File: src/rtl/mux_out_signature_pkg.sv
// Shared types and constants for the mux_out signature checker.
// Holds the run-state encoding, default MISR parameters and the MISR step.
package mux_out_signature_pkg;

    localparam int DEF_WIDTH = 20;
    localparam logic [DEF_WIDTH-1:0] DEF_POLY = 20'h00009;
    localparam logic [DEF_WIDTH-1:0] DEF_SEED = 20'hFFFFF;

    typedef enum logic [1:0] {
        IDLE    = 2'd0,
        SETTLE  = 2'd1,
        CAPTURE = 2'd2,
        DONE    = 2'd3
    } state_t;

    // One MISR clock: shift left, fold the feedback taps on carry-out, xor in the sample.
    function automatic logic [DEF_WIDTH-1:0] misr_step(
        input logic [DEF_WIDTH-1:0] sig,
        input logic [DEF_WIDTH-1:0] data,
        input logic [DEF_WIDTH-1:0] poly
    );
        misr_step = {sig[DEF_WIDTH-2:0], 1'b0}
                  ^ (sig[DEF_WIDTH-1] ? poly : {DEF_WIDTH{1'b0}})
                  ^ data;
    endfunction

endpackage

File: src/rtl/mux_out_signature_bus_sync.sv
// Per-bit multi-flop synchroniser for an asynchronous test vector.
// Bits are synchronised independently; no cross-bit coherence is implied.
module bus_sync #(
    parameter int WIDTH       = 20,
    parameter int SYNC_STAGES = 2
) (
    input  logic             clk,
    input  logic             clr,
    input  logic [WIDTH-1:0] din,
    output logic [WIDTH-1:0] dout
);

    logic [WIDTH-1:0] stage_r [SYNC_STAGES];

    // Synchroniser chain, cleared by the synchronous reset.
    always_ff @(posedge clk) begin
        if (clr) begin
            for (int i = 0; i < SYNC_STAGES; i++) begin
                stage_r[i] <= {WIDTH{1'b0}};
            end
        end else begin
            stage_r[0] <= din;
            for (int i = 1; i < SYNC_STAGES; i++) begin
                stage_r[i] <= stage_r[i-1];
            end
        end
    end

    assign dout = stage_r[SYNC_STAGES-1];

endmodule

File: src/rtl/mux_out_signature.sv
// Resynchronises mux_out, folds a fixed window into a MISR and reports pass/fail.
// Optional toggle counter output enabled by MUX_OUT_SIGNATURE_TOGGLE_CNT_EN.
module mux_out_signature
    import mux_out_signature_pkg::*;
#(
    parameter int               WIDTH         = DEF_WIDTH,
    parameter int               SYNC_STAGES   = 2,
    parameter int               SETTLE_CYCLES = 4,
    parameter int               CAPTURE_LEN   = 256,
    parameter logic [WIDTH-1:0] POLY          = DEF_POLY,
    parameter logic [WIDTH-1:0] SEED          = DEF_SEED
) (
    input  logic             clk,
    input  logic             clr,
    input  logic             start,
    input  logic [WIDTH-1:0] din,
    input  logic [WIDTH-1:0] expected,
    output logic             busy,
    output logic             done,
    output logic             pass,
    output logic [WIDTH-1:0] signature
`ifdef MUX_OUT_SIGNATURE_TOGGLE_CNT_EN
    ,
    output logic [15:0]      toggle_cnt
`endif
);

    localparam int CNT_MAX = (SETTLE_CYCLES > CAPTURE_LEN) ? SETTLE_CYCLES : CAPTURE_LEN;
    localparam int CNT_W   = $clog2(CNT_MAX) + 1;
    localparam logic [CNT_W-1:0] SETTLE_LAST  = CNT_W'(SETTLE_CYCLES - 1);
    localparam logic [CNT_W-1:0] CAPTURE_LAST = CNT_W'(CAPTURE_LEN - 1);

    state_t           state_r, state_next;
    logic [CNT_W-1:0] cnt_r, cnt_next;
    logic [WIDTH-1:0] signature_r, signature_next, misr_next;
    logic [WIDTH-1:0] din_s;
    logic             busy_r, done_r;

    bus_sync #(
        .WIDTH       (WIDTH),
        .SYNC_STAGES (SYNC_STAGES)
    ) u_sync (
        .clk  (clk),
        .clr  (clr),
        .din  (din),
        .dout (din_s)
    );

    generate
        if (WIDTH == DEF_WIDTH) begin : g_pkg_misr
            assign misr_next = misr_step(signature_r, din_s, POLY);
        end else begin : g_local_misr
            assign misr_next = {signature_r[WIDTH-2:0], 1'b0}
                             ^ (signature_r[WIDTH-1] ? POLY : {WIDTH{1'b0}})
                             ^ din_s;
        end
    endgenerate

    // Run sequencing: start is only honoured from IDLE or DONE, so it never queues.
    always_comb begin
        state_next     = state_r;
        cnt_next       = cnt_r;
        signature_next = signature_r;
        case (state_r)
            IDLE, DONE: begin
                if (start) begin
                    state_next     = SETTLE;
                    cnt_next       = {CNT_W{1'b0}};
                    signature_next = SEED;
                end else begin
                    state_next = state_r;
                end
            end
            SETTLE: begin
                if (cnt_r == SETTLE_LAST) begin
                    state_next = CAPTURE;
                    cnt_next   = {CNT_W{1'b0}};
                end else begin
                    cnt_next = cnt_r + CNT_W'(1);
                end
            end
            CAPTURE: begin
                signature_next = misr_next;
                if (cnt_r == CAPTURE_LAST) begin
                    state_next = DONE;
                    cnt_next   = {CNT_W{1'b0}};
                end else begin
                    cnt_next = cnt_r + CNT_W'(1);
                end
            end
            default: begin
                state_next = IDLE;
                cnt_next   = {CNT_W{1'b0}};
            end
        endcase
    end

    // State, counter, signature and status flags; clr abandons any run in progress.
    always_ff @(posedge clk) begin
        if (clr) begin
            state_r     <= IDLE;
            cnt_r       <= {CNT_W{1'b0}};
            signature_r <= SEED;
            busy_r      <= 1'b0;
            done_r      <= 1'b0;
        end else begin
            state_r     <= state_next;
            cnt_r       <= cnt_next;
            signature_r <= signature_next;
            busy_r      <= (state_next == SETTLE) || (state_next == CAPTURE);
            done_r      <= (state_next == DONE);
        end
    end

    assign busy      = busy_r;
    assign done      = done_r;
    assign signature = signature_r;
    assign pass      = done_r & (signature_r == expected);

`ifdef MUX_OUT_SIGNATURE_TOGGLE_CNT_EN
    logic [WIDTH-1:0] din_prev_r;
    logic [15:0]      toggle_r;
    logic [16:0]      toggle_sum;

    assign toggle_sum = {1'b0, toggle_r} + 17'($countones(din_s ^ din_prev_r));

    // Toggle activity during CAPTURE; the previous sample tracks every cycle so the
    // first capture comparison already has a valid reference.
    always_ff @(posedge clk) begin
        if (clr) begin
            din_prev_r <= {WIDTH{1'b0}};
            toggle_r   <= 16'h0000;
        end else begin
            din_prev_r <= din_s;
            if ((state_next == SETTLE) && (state_r != SETTLE)) begin
                toggle_r <= 16'h0000;
            end else if (state_r == CAPTURE) begin
                toggle_r <= toggle_sum[16] ? 16'hFFFF : toggle_sum[15:0];
            end else begin
                toggle_r <= toggle_r;
            end
        end
    end

    assign toggle_cnt = toggle_r;
`endif

endmodule

File: config.mk
export PLATFORM = sky130hd
export DESIGN_NAME = mux_out_signature
export DESIGN_NICKNAME = d
export VERILOG_FILES = /design/src/rtl/mux_out_signature_pkg.sv /design/src/rtl/mux_out_signature_bus_sync.sv /design/src/rtl/mux_out_signature.sv
export SDC_FILE = /design/constraint.sdc
export NUM_CORES = 1
export LEC_CHECK = 0
export ABC_CLOCK_PERIOD_IN_PS = 2900
export CELL_PAD_IN_SITES_DETAIL_PLACEMENT = 1
export CELL_PAD_IN_SITES_GLOBAL_PLACEMENT = 1
export CORE_UTILIZATION = 37
export DETAILED_ROUTE_END_ITERATION = 10
export PLACE_DENSITY_LB_ADDON = 0.1
export REMOVE_ABC_BUFFERS = 1
export SYNTH_ARGS = -nofsm -noshare
export SYNTH_HDL_FRONTEND = slang
export SYNTH_SLANG_ARGS = --single-unit
File: constraint.sdc
create_clock -name clk -period 2.9 [get_ports clk]
set_input_delay 0.58 -clock clk [delete_from_list [all_inputs] [get_ports clk]]
set_output_delay 0.58 -clock clk [all_outputs]
set_load 0.01 [all_outputs]
==> flow_summary_export.csv <==
group,metric,value,unit
run_status,status,"finished clean",
drt,dr.pass1.iters,4,
drt,ant_nets,0,
global_route,grt_overflow,0,
floorplanning,die_height,91.8,µm
final_layout,stdcell_count,496,
clocking,numCtsBuffers,9,
clocking,root_buffer,"clkbuf_8",
worst_setup_path,worstPathArrival,2.12,ns
power_and_ir_drop,vdd_drop_max,242,µV
worst_setup_path,critPathSlowestCell,"clkdlybuf4s50_1",
timing,min_period_over_period,0.930,
timing,rsz0062_at_grt,"no",
yosys,synth_top_area_frac,0.490,
worst_setup_path,crit_top_cell,"nor4_2",
timing,relSlewSlack,0.543,
clocking,clkSlewWorstSetupHoldPaths,0.07,ns
global_route,grt_pass1_vias,2550,
clocking,cts_sinks,73,
yosys,synth_seq_cells,73,
yosys,synth.yosys.seq_area_share,0.490,
yosys,synth_warnings,0,
placement,gp_congestion,0.777,
placement,dp_cells,480,
hold_path,hold_end,"u_sync.stage_r[0][25]$_SDFF_PP0_",
drt,wire_per_inst,14.6,µm
timing,slew_violations,0,
final_layout,final_common_cell,"dfxtp_1",
final_layout,diodes,0,
drt,post-route-drc-count,0,
hold_path,holdCritStartpoint,"u_sync.stage_r[0][5]$_SDFF_PP0_",
yosys,syn_inst,322,
final_layout,area_growth,33.7,%
global_route,antenna_found_initial,0,
drt,dr.first_iter.drc_count,52,
worst_setup_path,r2r_end,"busy$_SDFF_PP0_",
yosys,synth-async-reset-ratio,0,
power_and_ir_drop,power.density,526,mW/mm²
floorplanning,dieArea,0.00842,mm²
global_route,grt_pass1_wl,12.4,mm
timing,max_freq,0.371,GHz
clocking,post_cts_buffers,0,
hold_path,hold_depth,1,
worst_setup_path,startpoint_type,"input port",
floorplanning,start_util,0.384,
drt,drt_wl_total,7.24,mm
global_route,track_usage,0.191,
clocking,cts_hold_buf,0,
yosys,netlist_area,0.00298,mm²
worst_setup_path,r2r_cells,11,
drt,via_per_inst,4.81,
yosys,syn_avg_cell_area,9.26,µm²
worst_setup_path,rrSetupSlack,0.54,ns
yosys,synth_edf_count,0,
clocking,insertion_delay,0.34,ns
yosys,synth_cell_types,36,
final_layout,fillCellCount,909,
timing,hold_viol_final,0,
final_layout,final_cell_mix,"dfxtp_1 (73), clkdlybuf4s50_1 (63), nor2b_1 (44)",
worst_setup_path,path_cells,"clkdlybuf4s50_1 -> xor2_1 -> nor4_2 -> buf_4 -> nand4_1 -> nor4_2 -> buf_2",
clocking,cts_tree,"yes",
placement,hpwl,5.14,mm
floorplanning,io_pins,66,
hold_path,min_path_type,"flop to flop",
floorplanning,coreArea,0.00777,mm²
worst_setup_path,crit_family,"buffers and inverters",
placement,dpl-instance-area,0.00376,mm²
worst_setup_path,crit_fanout,1,
clocking,h-tree-depth,3,
worst_setup_path,path_buf_inv,3,
timing,final-setup-viol-count,0,
final_layout,final_area,0.00399,mm²
yosys,synthFlopType,"dfxtp_1",
yosys,synth_area_leaders,"dfxtp_1 (49%), xnor2_1 (9.7%), nor2b_1 (9.2%), nand2_1 (4.4%), nand3_1 (3.9%)",
worst_setup_path,r2r-start,"cnt_r[0]$_SDFFE_PP0P_",
clocking,clockBufferDepth,2,
floorplanning,rows,32,
final_layout,drive_above_1_share,0.0787,
global_route,grt_max_degree,47,
power_and_ir_drop,p_leak,1.48,nW
drt,vias,2386,
yosys,yosys.area.top_type,"dfxtp_1",
worst_setup_path,critPathKind,"input port to output pin",
timing,fin_skew,0.0134,ns
worst_setup_path,max_stage_delay,0.42,ns
worst_setup_path,worst-endpoint-required,2.32,ns
final_layout,final_util,0.513,
timing,fin_crit,2.70,ns
worst_setup_path,worst_setup_path_end_kind,"output pin",
final_layout,nNetsFinal,439,
timing,tightest_slew,0.680,ns
flow_run,cap_violations,0,
floorplanning,die_w,91.8,µm
placement,io_buffer_count,65,
[cells by family (layout without fill, tap and decap cells)]
| kind of cell | after synthesis | in the layout | share of synthesized area |
|---|---|---|---|
| buffers and inverters | 25 | 97 | 0.0319 |
| AND/OR/NAND/NOR | 129 | 129 | 0.228 |
| XOR/XNOR | 42 | 42 | 0.123 |
| AO/OA/AOI/OAI | 45 | 45 | 0.0932 |
| adder cells (fa/ha/maj) | 7 | 7 | 0.0294 |
| flip-flops | 73 | 73 | 0.490 |
| multiplexers | 1 | 1 | 0.00378 |
[per-stage QoR]
step / setup TNS, ns / worst slack (ns) / total power [mW] / hold WS (ns)
after detailed placement: -0.403 / -0.403 / 1.25 / 0.428
after global placement: -0.398 / -0.398 / 1.24 / 0.416
after CTS: 0 / 0.0200 / 2.13 / 0.447
final: 0 / 0.204 / 2.10 / 0.438
after global routing: 0 / 0.0631 / 2.20 / 0.460
after floorplan: 0 / 0.827 / 1.14 / 0.414
[synth_stat cells, drive strengths merged, types with 3 or more instances]
cell and n:
a21oi 5, and2 5, clkbuf 14, dfxtp 73, ha 7, inv 8, nand2 35, nand3 23
nand4 3, nor2 7, nor2b 44, nor3 4, nor4 3, o21a 3, o21ai 26, o221ai 4
xnor2 33, xor2 9
[report_power, final]
group	leakage (nW)	switching [mW]	internal [mW]
clock	0.113	0.366	0.507
sequential	0.598	0.00985	1.03
combinational	0.765	0.0805	0.103
total	1.48	0.456	1.64
[layout make-up]
type | instances | area, µm² | share of cell area
Clock inverter | 5 | 78.8 | 0.0198
Sequential cell | 73 | 1460 | 0.367
Multi-Input combinational cell | 224 | 1440 | 0.361
Timing Repair Buffer | 72 | 706 | 0.177
Clock buffer | 11 | 141 | 0.0355
Tap cell | 102 | 128 | 0.0320
Inverter | 9 | 33.8 | 0.00847
[what timing repair did]
item,4_1_cts,5_1_grt
gates resized for setup,6,1
pin swaps,0,2
setup endpoints to repair,1,1
[how the worst max path moves through the flow]
stage	slack [ns]	end	cells past startpoint	startpoint
after global placement	-0.40	pass	7	expected[18]
after CTS	0.02	pass	7	expected[18]
after detailed placement	-0.40	pass	7	expected[18]
after floorplan	0.83	pass	4	expected[18]
final	0.20	pass	7	expected[0]
after global routing	0.06	pass	7	expected[0]
[sequential cells by signal (all words and copies together) (netlist names)]
signal and flops:
busy 1, state_r 2, signature 20, u_sync.stage_r 40, cnt_r 9, done 1
[per-layer routing]
metal	up-vias	track usage	share of wire
li1	1195	-	-
met1	1134	0.245	0.45
met2	52	0.318	0.50
met3	5	0.0464	0.044
met4	0	0.0547	0.0087
met5	-	0	0
No activity file was read; power rests on OpenSTA's default activity.
